**src/rtl/alu_arbiter_if.sv**
```systemverilog
// Request/response bundle between two requesters and the shared-ALU arbiter.
// Handshake: a transfer happens on a rising edge where valid and ready are both 1.
interface alu_arbiter_if #(
  parameter int WIDTH = 32,
  parameter int CNT_W = 16
);
  logic             req0_valid;
  logic             req0_ready;
  logic [WIDTH-1:0] req0_a;
  logic [WIDTH-1:0] req0_b;
  logic [2:0]       req0_op;
  logic             req1_valid;
  logic             req1_ready;
  logic [WIDTH-1:0] req1_a;
  logic [WIDTH-1:0] req1_b;
  logic [2:0]       req1_op;
  logic             rsp0_valid;
  logic             rsp0_ready;
  logic [WIDTH-1:0] rsp0_out;
  logic             rsp0_zero;
  logic             rsp0_err;
  logic             rsp1_valid;
  logic             rsp1_ready;
  logic [WIDTH-1:0] rsp1_out;
  logic             rsp1_zero;
  logic             rsp1_err;
  logic             busy;
  logic [CNT_W-1:0] op_count;
  logic [1:0]       dbg_state;

  modport slave (
    input  req0_valid, req0_a, req0_b, req0_op,
    input  req1_valid, req1_a, req1_b, req1_op,
    input  rsp0_ready, rsp1_ready,
    output req0_ready, req1_ready,
    output rsp0_valid, rsp0_out, rsp0_zero, rsp0_err,
    output rsp1_valid, rsp1_out, rsp1_zero, rsp1_err,
    output busy, op_count, dbg_state
  );

  modport master (
    output req0_valid, req0_a, req0_b, req0_op,
    output req1_valid, req1_a, req1_b, req1_op,
    output rsp0_ready, rsp1_ready,
    input  req0_ready, req1_ready,
    input  rsp0_valid, rsp0_out, rsp0_zero, rsp0_err,
    input  rsp1_valid, rsp1_out, rsp1_zero, rsp1_err,
    input  busy, op_count, dbg_state
  );
endinterface

```
**src/rtl/alu_arbiter.sv**
```systemverilog
// Round-robin arbiter sharing one 32-bit ALU between two requesters (IDLE/EXEC/RESP).
// Define ALU_ARB_OPCHK_EN to flag opcodes 4, 6, 7 as illegal (result 0, err 1).
module alu (
  input  logic [31:0] a,
  input  logic [31:0] b,
  input  logic [2:0]  alu_control,
  output logic [31:0] result,
  output logic        zero
);
  always_comb begin
    result = 'x;
    case (alu_control)
      3'd0:    result = a + b;
      3'd1:    result = a - b;
      3'd2:    result = a & b;
      3'd3:    result = a | b;
      3'd5:    result = {31'b0, $signed(a) < $signed(b)};
      default: result = 'x;
    endcase
  end
  assign zero = (a == b);
endmodule

module alu_arbiter #(
  parameter int WIDTH = 32,
  parameter int CNT_W = 16
) (
  input logic           clk,
  input logic           reset,
  alu_arbiter_if.slave  bus
);
  localparam logic [1:0] S_IDLE = 2'd0;
  localparam logic [1:0] S_EXEC = 2'd1;
  localparam logic [1:0] S_RESP = 2'd2;

  logic [1:0]       state_q, state_d;
  logic             last_grant_q, last_grant_d;
  logic [WIDTH-1:0] a_q, a_d, b_q, b_d;
  logic [2:0]       op_q, op_d;
  logic             id_q, id_d;
  logic             ill_q, ill_d;
  logic [1:0]       rsp_valid_q, rsp_valid_d;
  logic [WIDTH-1:0] out0_q, out0_d, out1_q, out1_d;
  logic [1:0]       zero_q, zero_d;
  logic [1:0]       err_q, err_d;
  logic [CNT_W-1:0] cnt_q, cnt_d;

  logic             gnt_id;
  logic             accept;
  logic [31:0]      alu_res;
  logic             alu_zero;
  logic [WIDTH-1:0] res_val;
  logic             zero_val;
  logic [1:0]       rsp_ready;

  // ALU only ever sees the latched operands, never the live request inputs.
  alu u_alu (
    .a           (a_q),
    .b           (b_q),
    .alu_control (op_q),
    .result      (alu_res),
    .zero        (alu_zero)
  );

  assign rsp_ready = {bus.rsp1_ready, bus.rsp0_ready};
  // On a tie the requester that did not win last time goes first.
  assign gnt_id = (bus.req0_valid && bus.req1_valid) ? ~last_grant_q : bus.req1_valid;
  assign accept = (state_q == S_IDLE) && (bus.req0_valid || bus.req1_valid);

  always_comb begin
`ifdef ALU_ARB_OPCHK_EN
    res_val  = ill_q ? '0 : alu_res;
    zero_val = ill_q ? 1'b0 : alu_zero;
`else
    res_val  = alu_res;
    zero_val = alu_zero;
`endif
  end

  always_comb begin
    state_d      = state_q;
    last_grant_d = last_grant_q;
    a_d          = a_q;
    b_d          = b_q;
    op_d         = op_q;
    id_d         = id_q;
    ill_d        = ill_q;
    rsp_valid_d  = rsp_valid_q;
    out0_d       = out0_q;
    out1_d       = out1_q;
    zero_d       = zero_q;
    err_d        = err_q;
    cnt_d        = cnt_q;
    case (state_q)
      S_IDLE: begin
        if (accept) begin
          a_d          = gnt_id ? bus.req1_a  : bus.req0_a;
          b_d          = gnt_id ? bus.req1_b  : bus.req0_b;
          op_d         = gnt_id ? bus.req1_op : bus.req0_op;
          id_d         = gnt_id;
          last_grant_d = gnt_id;
`ifdef ALU_ARB_OPCHK_EN
          ill_d        = (op_d == 3'd4) || (op_d[2:1] == 2'b11);
`else
          ill_d        = 1'b0;
`endif
          state_d      = S_EXEC;
        end
      end
      S_EXEC: begin
        if (id_q) out1_d = res_val;
        else      out0_d = res_val;
        zero_d[id_q]      = zero_val;
        err_d[id_q]       = ill_q;
        rsp_valid_d[id_q] = 1'b1;
        state_d           = S_RESP;
      end
      S_RESP: begin
        if (rsp_ready[id_q]) begin
          rsp_valid_d[id_q] = 1'b0;
          cnt_d             = cnt_q + 1'b1;
          state_d           = S_IDLE;
        end
      end
      default: state_d = S_IDLE;
    endcase
  end

  always_ff @(posedge clk or posedge reset) begin
    if (reset) begin
      state_q      <= S_IDLE;
      last_grant_q <= 1'b1;
      a_q          <= '0;
      b_q          <= '0;
      op_q         <= '0;
      id_q         <= 1'b0;
      ill_q        <= 1'b0;
      rsp_valid_q  <= '0;
      out0_q       <= '0;
      out1_q       <= '0;
      zero_q       <= '0;
      err_q        <= '0;
      cnt_q        <= '0;
    end else begin
      state_q      <= state_d;
      last_grant_q <= last_grant_d;
      a_q          <= a_d;
      b_q          <= b_d;
      op_q         <= op_d;
      id_q         <= id_d;
      ill_q        <= ill_d;
      rsp_valid_q  <= rsp_valid_d;
      out0_q       <= out0_d;
      out1_q       <= out1_d;
      zero_q       <= zero_d;
      err_q        <= err_d;
      cnt_q        <= cnt_d;
    end
  end

  assign bus.req0_ready = accept && !gnt_id;
  assign bus.req1_ready = accept && gnt_id;
  assign bus.rsp0_valid = rsp_valid_q[0];
  assign bus.rsp1_valid = rsp_valid_q[1];
  assign bus.rsp0_out   = out0_q;
  assign bus.rsp1_out   = out1_q;
  assign bus.rsp0_zero  = zero_q[0];
  assign bus.rsp1_zero  = zero_q[1];
  assign bus.rsp0_err   = err_q[0];
  assign bus.rsp1_err   = err_q[1];
  assign bus.busy       = (state_q != S_IDLE);
  assign bus.op_count   = cnt_q;
  assign bus.dbg_state  = state_q;
endmodule
```
**src/flat_wrapper.sv**
```systemverilog
// flat-port wrapper written by rule: the top's interface ports become plain ports
module alu_arbiter_flat 
#(
  parameter int WIDTH = 32,
  parameter int CNT_W = 16
)
  (clk, reset, bus_req0_valid, bus_req0_a, bus_req0_b, bus_req0_op, bus_req1_valid, bus_req1_a, bus_req1_b, bus_req1_op, bus_rsp0_ready, bus_rsp1_ready, bus_req0_ready, bus_req1_ready, bus_rsp0_valid, bus_rsp0_out, bus_rsp0_zero, bus_rsp0_err, bus_rsp1_valid, bus_rsp1_out, bus_rsp1_zero, bus_rsp1_err, bus_busy, bus_op_count, bus_dbg_state);
  alu_arbiter_if #(.WIDTH(WIDTH), .CNT_W(CNT_W)) bus_i ();
  input logic clk;
  input logic reset;
  input wire logic [$bits(bus_i.req0_valid)-1:0] bus_req0_valid;
  input wire logic [$bits(bus_i.req0_a)-1:0] bus_req0_a;
  input wire logic [$bits(bus_i.req0_b)-1:0] bus_req0_b;
  input wire logic [$bits(bus_i.req0_op)-1:0] bus_req0_op;
  input wire logic [$bits(bus_i.req1_valid)-1:0] bus_req1_valid;
  input wire logic [$bits(bus_i.req1_a)-1:0] bus_req1_a;
  input wire logic [$bits(bus_i.req1_b)-1:0] bus_req1_b;
  input wire logic [$bits(bus_i.req1_op)-1:0] bus_req1_op;
  input wire logic [$bits(bus_i.rsp0_ready)-1:0] bus_rsp0_ready;
  input wire logic [$bits(bus_i.rsp1_ready)-1:0] bus_rsp1_ready;
  output wire logic [$bits(bus_i.req0_ready)-1:0] bus_req0_ready;
  output wire logic [$bits(bus_i.req1_ready)-1:0] bus_req1_ready;
  output wire logic [$bits(bus_i.rsp0_valid)-1:0] bus_rsp0_valid;
  output wire logic [$bits(bus_i.rsp0_out)-1:0] bus_rsp0_out;
  output wire logic [$bits(bus_i.rsp0_zero)-1:0] bus_rsp0_zero;
  output wire logic [$bits(bus_i.rsp0_err)-1:0] bus_rsp0_err;
  output wire logic [$bits(bus_i.rsp1_valid)-1:0] bus_rsp1_valid;
  output wire logic [$bits(bus_i.rsp1_out)-1:0] bus_rsp1_out;
  output wire logic [$bits(bus_i.rsp1_zero)-1:0] bus_rsp1_zero;
  output wire logic [$bits(bus_i.rsp1_err)-1:0] bus_rsp1_err;
  output wire logic [$bits(bus_i.busy)-1:0] bus_busy;
  output wire logic [$bits(bus_i.op_count)-1:0] bus_op_count;
  output wire logic [$bits(bus_i.dbg_state)-1:0] bus_dbg_state;
  assign bus_i.req0_valid = bus_req0_valid;
  assign bus_i.req0_a = bus_req0_a;
  assign bus_i.req0_b = bus_req0_b;
  assign bus_i.req0_op = bus_req0_op;
  assign bus_i.req1_valid = bus_req1_valid;
  assign bus_i.req1_a = bus_req1_a;
  assign bus_i.req1_b = bus_req1_b;
  assign bus_i.req1_op = bus_req1_op;
  assign bus_i.rsp0_ready = bus_rsp0_ready;
  assign bus_i.rsp1_ready = bus_rsp1_ready;
  assign bus_req0_ready = bus_i.req0_ready;
  assign bus_req1_ready = bus_i.req1_ready;
  assign bus_rsp0_valid = bus_i.rsp0_valid;
  assign bus_rsp0_out = bus_i.rsp0_out;
  assign bus_rsp0_zero = bus_i.rsp0_zero;
  assign bus_rsp0_err = bus_i.rsp0_err;
  assign bus_rsp1_valid = bus_i.rsp1_valid;
  assign bus_rsp1_out = bus_i.rsp1_out;
  assign bus_rsp1_zero = bus_i.rsp1_zero;
  assign bus_rsp1_err = bus_i.rsp1_err;
  assign bus_busy = bus_i.busy;
  assign bus_op_count = bus_i.op_count;
  assign bus_dbg_state = bus_i.dbg_state;
  alu_arbiter #(.WIDTH(WIDTH), .CNT_W(CNT_W)) u_core (.clk(clk), .reset(reset), .bus(bus_i));
endmodule
```
**config.mk**
```make
export PLATFORM = sky130hd
export DESIGN_NAME = alu_arbiter_flat
export DESIGN_NICKNAME = d
export VERILOG_FILES = /design/src/rtl/alu_arbiter_if.sv /design/src/rtl/alu_arbiter.sv /design/src/flat_wrapper.sv
export SDC_FILE = /design/constraint.sdc
export NUM_CORES = 1
export LEC_CHECK = 0
export CAP_MARGIN = 5
export CELL_PAD_IN_SITES_DETAIL_PLACEMENT = 0
export CELL_PAD_IN_SITES_GLOBAL_PLACEMENT = 1
export CORE_AREA = 2 2 175 177
export CTS_CLUSTER_SIZE = 24
export DETAILED_ROUTE_END_ITERATION = 12
export DIE_AREA = 0 0 177 179
export PLACE_DENSITY = 0.89
export SYNTH_ARGS = -nofsm -noshare
export SYNTH_HDL_FRONTEND = slang
export SYNTH_SLANG_ARGS = --single-unit
```
**constraint.sdc**
```tcl
create_clock -name clk -period 7.3 [get_ports clk]
set_clock_uncertainty 0.1 [all_clocks]
set_input_delay 1.095 -clock clk [delete_from_list [all_inputs] [get_ports clk]]
set_output_delay 1.095 -clock clk [all_outputs]
set_load 0.005 [all_outputs]
```
==> impl_results.md, run 1 <==
- Outcome: finished, final reports clean
- Async SR Flop Fraction: 100.0%
- Worst-Margin Slew: 1.069 ns
- Placed wire-length estimate: 28370 µm
- Post-CTS Resized: 0
- GRT Util Overall: 23.78%
- Hold_ws: 0.3800 ns
- CTS tree: built
- Commonest non-fill, non-tap cell in the layout: clkdlybuf4s50_1
- Clk slew on worst S/H paths: 0.07 ns
- MaxCap Viol Count: 0
- Final #Nets: 1801
- Routability Congestion: slightly below 1
- Layout cell share with drive strength beyond 1: 6.286%
- Non-Filler Instances: 1973
- Post-route DRC: 0
- Slew headroom: 28.72%
- Gr ovfl total: 0
- Primary FF master, synth: dfrtp_1
- Initial Utilization: 38.41%
- Core box area: 0.03003 mm²
- Min Tclk post-route: 4.319 ns
- 1st-iter DRT viols: around 1200
- Setup repair after global routing missed its margin: false
- # setup viols final: 0
- Vias/cell: 5.700
- Largest net degree at the start of global routing: 90
- Global-route wire length before repair: slightly below 60000 µm
- Final-report hold violation count: 0
- Syn Area/Cell: 8.310 µm²
- Hold Crit Class: flip-flop to flip-flop
- Worst vdd ir: 0.2232 mV
- Routed wire length: 37510 µm
- Worst EP required: approximately 6 ns
- Setup TNS: 0 ns
- Pwr Density: 541.5 mW/mm²
- Root buffer cell: clkbuf_16
- Worst Path Class, Setup: primary input to primary output
- Maximum clock frequency: 231.5 MHz
- Maximum buffer depth of the clock tree: 2
- Crit end category: primary output
- Crit path max fanout: 68
- Num CTS Buffers: 17
- Port Buffer Count: between 200 and 250
- Initial antenna violation count: 0
- Synthesized cell area: 0.01153 mm²
- Period utilisation layout: between 50% and 60%
- # hold bufs at CTS: 0
- Post-CTS Setup Bufs: 0
- Pleak: about 6.7 nW
- Clock sinks: ~160
- Count of cell types in the netlist: 93
- Vias in the first global route: around 11000
- Syn-to-layout area delta: 27.20%
- Slew Viols, Final: 0
- Die area: 0.03168 mm²
- Register bit total from synthesis: 157
- Placed Cells: between 1500 and 2000
- Total number of vias: 11250
- IO Count: 231
- Clk_lat worst skew: 0.43 ns
- Wire per inst: 19.01 µm
- Post-Syn Instances: about 1400
- Post-synth EDFFs: 0
- Power Total: 7.945 mW
- DRT Pass-1 Iters: 9
- CP arrival: approximately 3.1 ns
- # fillers: 2922
- CP startpoint kind: primary input
- Synth warnings: 0
- Syn_nets: 1627
- Core Util, Final: 48.86%
- Cell Rows: 64
- Most frequent cells in the layout: clkdlybuf4s50_1 (230), inv_1 (190), dfrtp_1 (156), nand2_1 (135), nor2_1 (103)
- Sequential area share after synthesis: between 30% and 40%
- H-tree lvl count: 4
- Die Y: 179 µm
- Final antenna-violating net count: 0
- Horiz. Die Dim: 177 µm
[cell type report]
type / instances / area [µm²] / area share (%)
clock buffers: 17 / 425.4 / 2.899
clock inverters: 15 / 160.2 / 1.092
repair buffers: 242 / 2392 / 16.30
diodes: 2 / 5.005 / 0.03411
flip-flops and latches: 157 / 3930 / 26.78
well taps: 396 / 495.5 / 3.377
inverters: 192 / 725.7 / 4.946
multi-input cells: 952 / 6539 / 44.56
[synthesized netlist by cell type, drive strengths merged, types with 13 or more instances]
cell type	instances	area share, %
a211oi	15	1.1
a21o	20	1.3
a21oi	87	3.9
a222oi	67	5.8
a31oi	13	0.81
buf	27	1.4
clkbuf	60	2.0
dfrtp	156	34
ha	97	11
inv	192	6.2
nand2	137	4.5
nand3	18	0.78
nor2	105	3.4
nor2b	16	0.93
nor3	28	1.3
o211ai	15	1.1
o21ai	122	5.4
o221ai	13	0.99
o22ai	15	0.81
o31ai	13	1.0
[per-layer routing]
| layer | global-route usage [%] | part of all wire, % | vias to the layer above |
|---|---|---|---|
| li1 | - | - | 5338 |
| met1 | 35.40 | 48 | 5402 |
| met3 | 3.435 | 6.8 | 42 |
| met2 | 35.96 | 43 | 464 |
| met4 | 6.095 | 1.8 | 0 |
| met5 | 0 | 0 | - |
[report_power, final]
part | switching, mW | internal [mW]
Combinational | 3.37 | 2.07
Sequential | 0.358 | 1.25
Clock | 0.437 | 0.461
[final timing paths]
| kind | from | end | slack, ns | cells past startpoint |
|---|---|---|---|---|
| min in group asynchronous | reset | u_core.bus.rsp0_out[10] | 1.10 | 2 |
| hold reg to reg | u_core.bus.rsp1_out[8] | u_core.bus.rsp1_out[8] | 0.38 | 2 |
| setup / recovery | bus_req0_valid | bus_req0_ready | 2.98 | 5 |
| max in group asynchronous | reset | u_core.b_q[22] | 4.66 | 3 |
| hold / removal | u_core.bus.rsp1_out[8] | u_core.bus.rsp1_out[8] | 0.38 | 2 |
| setup reg to reg | u_core.b_q[0] | u_core.bus.rsp0_out[28] | 3.51 | 12 |
[through the flow]
stage / instance area (µm²) / setup WS [ns]
final: 14670 / 2.981
after CTS: 14670 / 2.998
after global routing: 14670 / 2.866
after floorplan: 11530 / 1.872
after global placement: 14080 / 2.996
after detailed placement: 14080 / 3.003
[critical path: stages]
cell             delay [ns]
clkdlybuf4s50_1        0.54
o21ai_0                0.17
nor2_4                 0.10
buf_4                  0.56
clkdlybuf4s50_1        0.63
[registers in the layout, indices dropped and copies added, names as in the netlist, named ones only]
| register | count |
|---|---|
| u_core.b_q | 32 |
| u_core.id_q | 1 |
| u_core.err_q | 2 |
| u_core.zero_q | 2 |
| u_core.bus.rsp1_out | 32 |
| u_core.last_grant_q | 1 |
| u_core.bus.dbg_state | 2 |
| u_core.bus.op_count | 16 |
| u_core.bus.rsp0_out | 32 |
| u_core.op_q | 3 |
| u_core.a_q | 32 |
[kinds of logic (layout without fill, tap and decap cells)]
kind of cell             count (synthesis)  count (layout)  share of synthesized area (%)
AO/OA/AOI/OAI                          447             447                          27.69
XOR/XNOR                                15              15                          1.139
adder cells (fa/ha/maj)                 99              99                          10.87
buffers and inverters                  279             466                          9.589
flip-flops                             157             157                          34.07
multiplexers                            11              11                          1.031
other                                    0               2                              0
AND/OR/NAND/NOR                        380             380                          15.61
(Power assumes the default switching activity.)
==> inputs of run 2 (changes only) <==
- CORE_AREA: 2 2 175 177 -> 2 2 185 187
- DIE_AREA: 0 0 177 179 -> 0 0 187 189
- PLACE_DENSITY: 0.89 -> 0.84
- clock period: 7.3 -> 3.5 ns (I/O delays scaled with it)
==> impl_results.md, run 2 (synthesis results as in run 1) <==
- 1st-iter DRT viols: 1306 (was 1231)
- CP Depth: 13 (was 5)
- Largest delay share family, worst path: compound AO/OA/AOI/OAI gates (was buffers and inverters)
- Crit path max fanout: 5 (was 68)
- Power Total: 18.14 mW (was 7.945 mW)
- CP dominant cell by count: inv_1 (was clkdlybuf4s50_1)
- Worst-Margin Slew: 1.072 ns (was 1.069 ns)
- Final antenna-violating net count: 0 (unchanged)
- R2r setup slk: 0.18 ns (was 3.51 ns)
- Routability Congestion: 1.000 (was 0.9821)
- Highest layer used for signal routing: met4 (unchanged)
- Final #Nets: 1892 (was 1801)
- Wire per inst: 19.88 µm (was 19.01 µm)
- Slew Viols, Final: 0 (unchanged)
- Worst r2r src: u_core.a_q[0] (was u_core.b_q[0])
- Largest net degree at the start of global routing: 68 (was 90)
- Most frequent cells in the layout: clkdlybuf4s50_1 (230), inv_1 (190), dfrtp_1 (156), nand2_1 (135), nor2_1 (103) (unchanged)
- Commonest non-fill, non-tap cell in the layout: clkdlybuf4s50_1 (unchanged)
- Worst EP required: 3.79 ns (was 6.11 ns)
- Die Y: 189 µm (was 179 µm)
- Critical Path Source: u_core.a_q[0] (was bus_req0_valid)
- R2R depth: 13 (was 12)
- Global-route wire length before repair: 65520 µm (was 59040 µm)
- Routed wl met2: 18350 µm (was 16160 µm)
- Setup repair after global routing missed its margin: false (unchanged)
- DRT Pass-1 Iters: 8 (was 9)
- Worst vdd ir: 0.6265 mV (was 0.2232 mV)
- Slew headroom: 28.39% (was 28.72%)
- # setup viols final: 0 (unchanged)
- Die area: 0.03534 mm² (was 0.03168 mm²)
- Maximum clock frequency: 300.9 MHz
- Reg-to-reg endpoint: u_core.bus.rsp0_out[30] (was u_core.bus.rsp0_out[28])
- CP startpoint kind: flip-flop (was primary input)
- Vias in the first global route: 11340 (was 10540)
- Port Buffer Count: 230 (unchanged)
- Final-report hold violation count: 0 (unchanged)
- Routed length on met3: 3315 µm (was 2545 µm)
- IO Count: 231 (unchanged)
- Vias/cell: 5.538 (was 5.700)
- Clk_lat worst skew: 0.45 ns (was 0.43 ns)
- Placed Cells: 2082 (was 1939)
- Core box area: 0.03328 mm² (was 0.03003 mm²)
- Total number of vias: 11710 (was 11250)
- Initial antenna violation count: 0 (unchanged)
- Crit path largest cell delay: 0.40 ns (was 0.63 ns)
- Setup TNS: 0 ns (unchanged)
- Initial Utilization: 34.66% (was 38.41%)
- Min Tclk post-route: 3.323 ns
- Worst Path Class, Setup: flip-flop to flip-flop (was primary input to primary output)
- Met1 WL: 19700 µm (was 18140 µm)
- Num CTS Buffers: 17 (unchanged)
- Buf/Inv on CP: 2 (was 3)
- Syn-to-layout area delta: 34.69% (was 27.20%)
- Hold Startpoint: u_core.bus.rsp1_out[2] (was u_core.bus.rsp1_out[8])
- CTS tree: built (unchanged)
- Gr ovfl total: 0 (unchanged)
- Clk slew on worst S/H paths: 0.07 ns (about the same)
- Non-Filler Instances: 2114 (was 1973)
- Period utilisation layout: 94.95%
- Root buffer cell: clkbuf_16 (unchanged)
- Horiz. Die Dim: 187 µm (was 177 µm)
- Maximum buffer depth of the clock tree: 2 (unchanged)
- Post-CTS Setup Bufs: 0 (unchanged)
- GRT Util Overall: 23.72% (was 23.78%)
- Routed wire length: 42030 µm (was 37510 µm)
- Post-route DRC: 0 (unchanged)
- H-tree lvl count: 4 (unchanged)
- MaxCap Viol Count: 0 (unchanged)
- Outcome: finished, final reports clean (unchanged)
- Pwr Density: 1167 mW/mm² (was 541.5 mW/mm²)
- CP endpoint: u_core.bus.rsp0_out[30] (was bus_req0_ready)
- Pleak: 7.188 nW (was 6.702 nW)
- CP arrival: 3.61 ns (was 3.12 ns)
- Clock sinks: 157 (unchanged)
- Layout cell share with drive strength beyond 1: 11.88% (was 6.286%)
- Crit end category: flip-flop (was primary output)
- Core Util, Final: 46.68% (was 48.86%)
- Cell Rows: 67 (was 64)
- Placed wire-length estimate: 33100 µm (was 28370 µm)
- Hold Crit Class: flip-flop to flip-flop (unchanged)
- Slowest cell on the critical path: dfrtp_1 (was clkdlybuf4s50_1)
- Crit-path cells: inv_1, ha_1, inv_1, fa_1, nor2b_1, o21ai_1, a31oi_2, o211ai_1, a31oi_1, nor2_1, nor3_1, o32ai_1, mux2_2 (was clkdlybuf4s50_1, o21ai_0, nor2_4, buf_4, clkdlybuf4s50_1)
- # diodes: 0 (was 2)
[run 2: cell count changes in the layout (fill, tap and decap cells not counted), sizes merged]
cell	previous run	this run
buf	12	103
bufinv	0	1
clkbuf	17	18
clkinvlp	1	2
diode	2	0
inv	203	200
[run 2: repair_timing]
| action | CTS | global route |
|---|---|---|
| resized for setup | 0 | 13 |
| setup endpoints to repair | 0 | 16 |
| hold buffers | 0 | 0 |
[run 2: through the flow]
stage                     hold WS [ns]  setup slack [ns]  area (µm²)
after floorplan                 0.3682            0.5240       11540
after global placement          0.3611            0.1545       14850
after detailed placement        0.3687           0.08864       14850
after CTS                       0.3843           0.07141       15460
after global routing            0.4002         0.0008868       15540
final                           0.3807            0.1767       15540
[run 2: worst min-delay path, delay by kind of cell, from the launching register on]
| kind | cells | cell delay, ns |
|---|---|---|
| AOI/OAI and AO/OA | 1 | 0.06 |
| DFF | 1 | 0.34 |
| and+or+nand+nor | 1 | 0.05 |
[run 2: how the worst min path moves through the flow]
stage | to | slack (ns) | cells after the start
after floorplan | u_core.bus.op_count[15] | 0.37 | 1
after global placement | u_core.bus.rsp0_out[5] | 0.36 | 2
after detailed placement | u_core.bus.rsp1_out[9] | 0.37 | 2
after CTS | u_core.bus.rsp1_out[9] | 0.38 | 2
after global routing | u_core.bus.op_count[15] | 0.40 | 1
final | u_core.bus.rsp1_out[2] | 0.38 | 2
[run 2: power breakdown]
| part | internal (mW) | total, mW | switching [mW] |
|---|---|---|---|
| Sequential | 2.60 | 3.26 | 0.664 |
| Clock | 1.04 | 1.95 | 0.907 |
| Combinational | 5.17 | 12.9 | 7.75 |
[run 2: layout make-up]
type	instances	area, µm²
multi-input combinational	952	6611
tap	448	560.5
clock inverter	14	170.2
clock buffer	18	439.2
sequential	157	3930
timing repair buffer	333	3100
inverter	192	724.4
fill	3281	17740
[run 2: layer usage]
metal | track usage [%] | vias to the layer above
li1 | - | 5507
met1 | 34.51 | 5662
met2 | 36.27 | 498
met3 | 4.282 | 41
met4 | 5.922 | 0
met5 | 0 | -
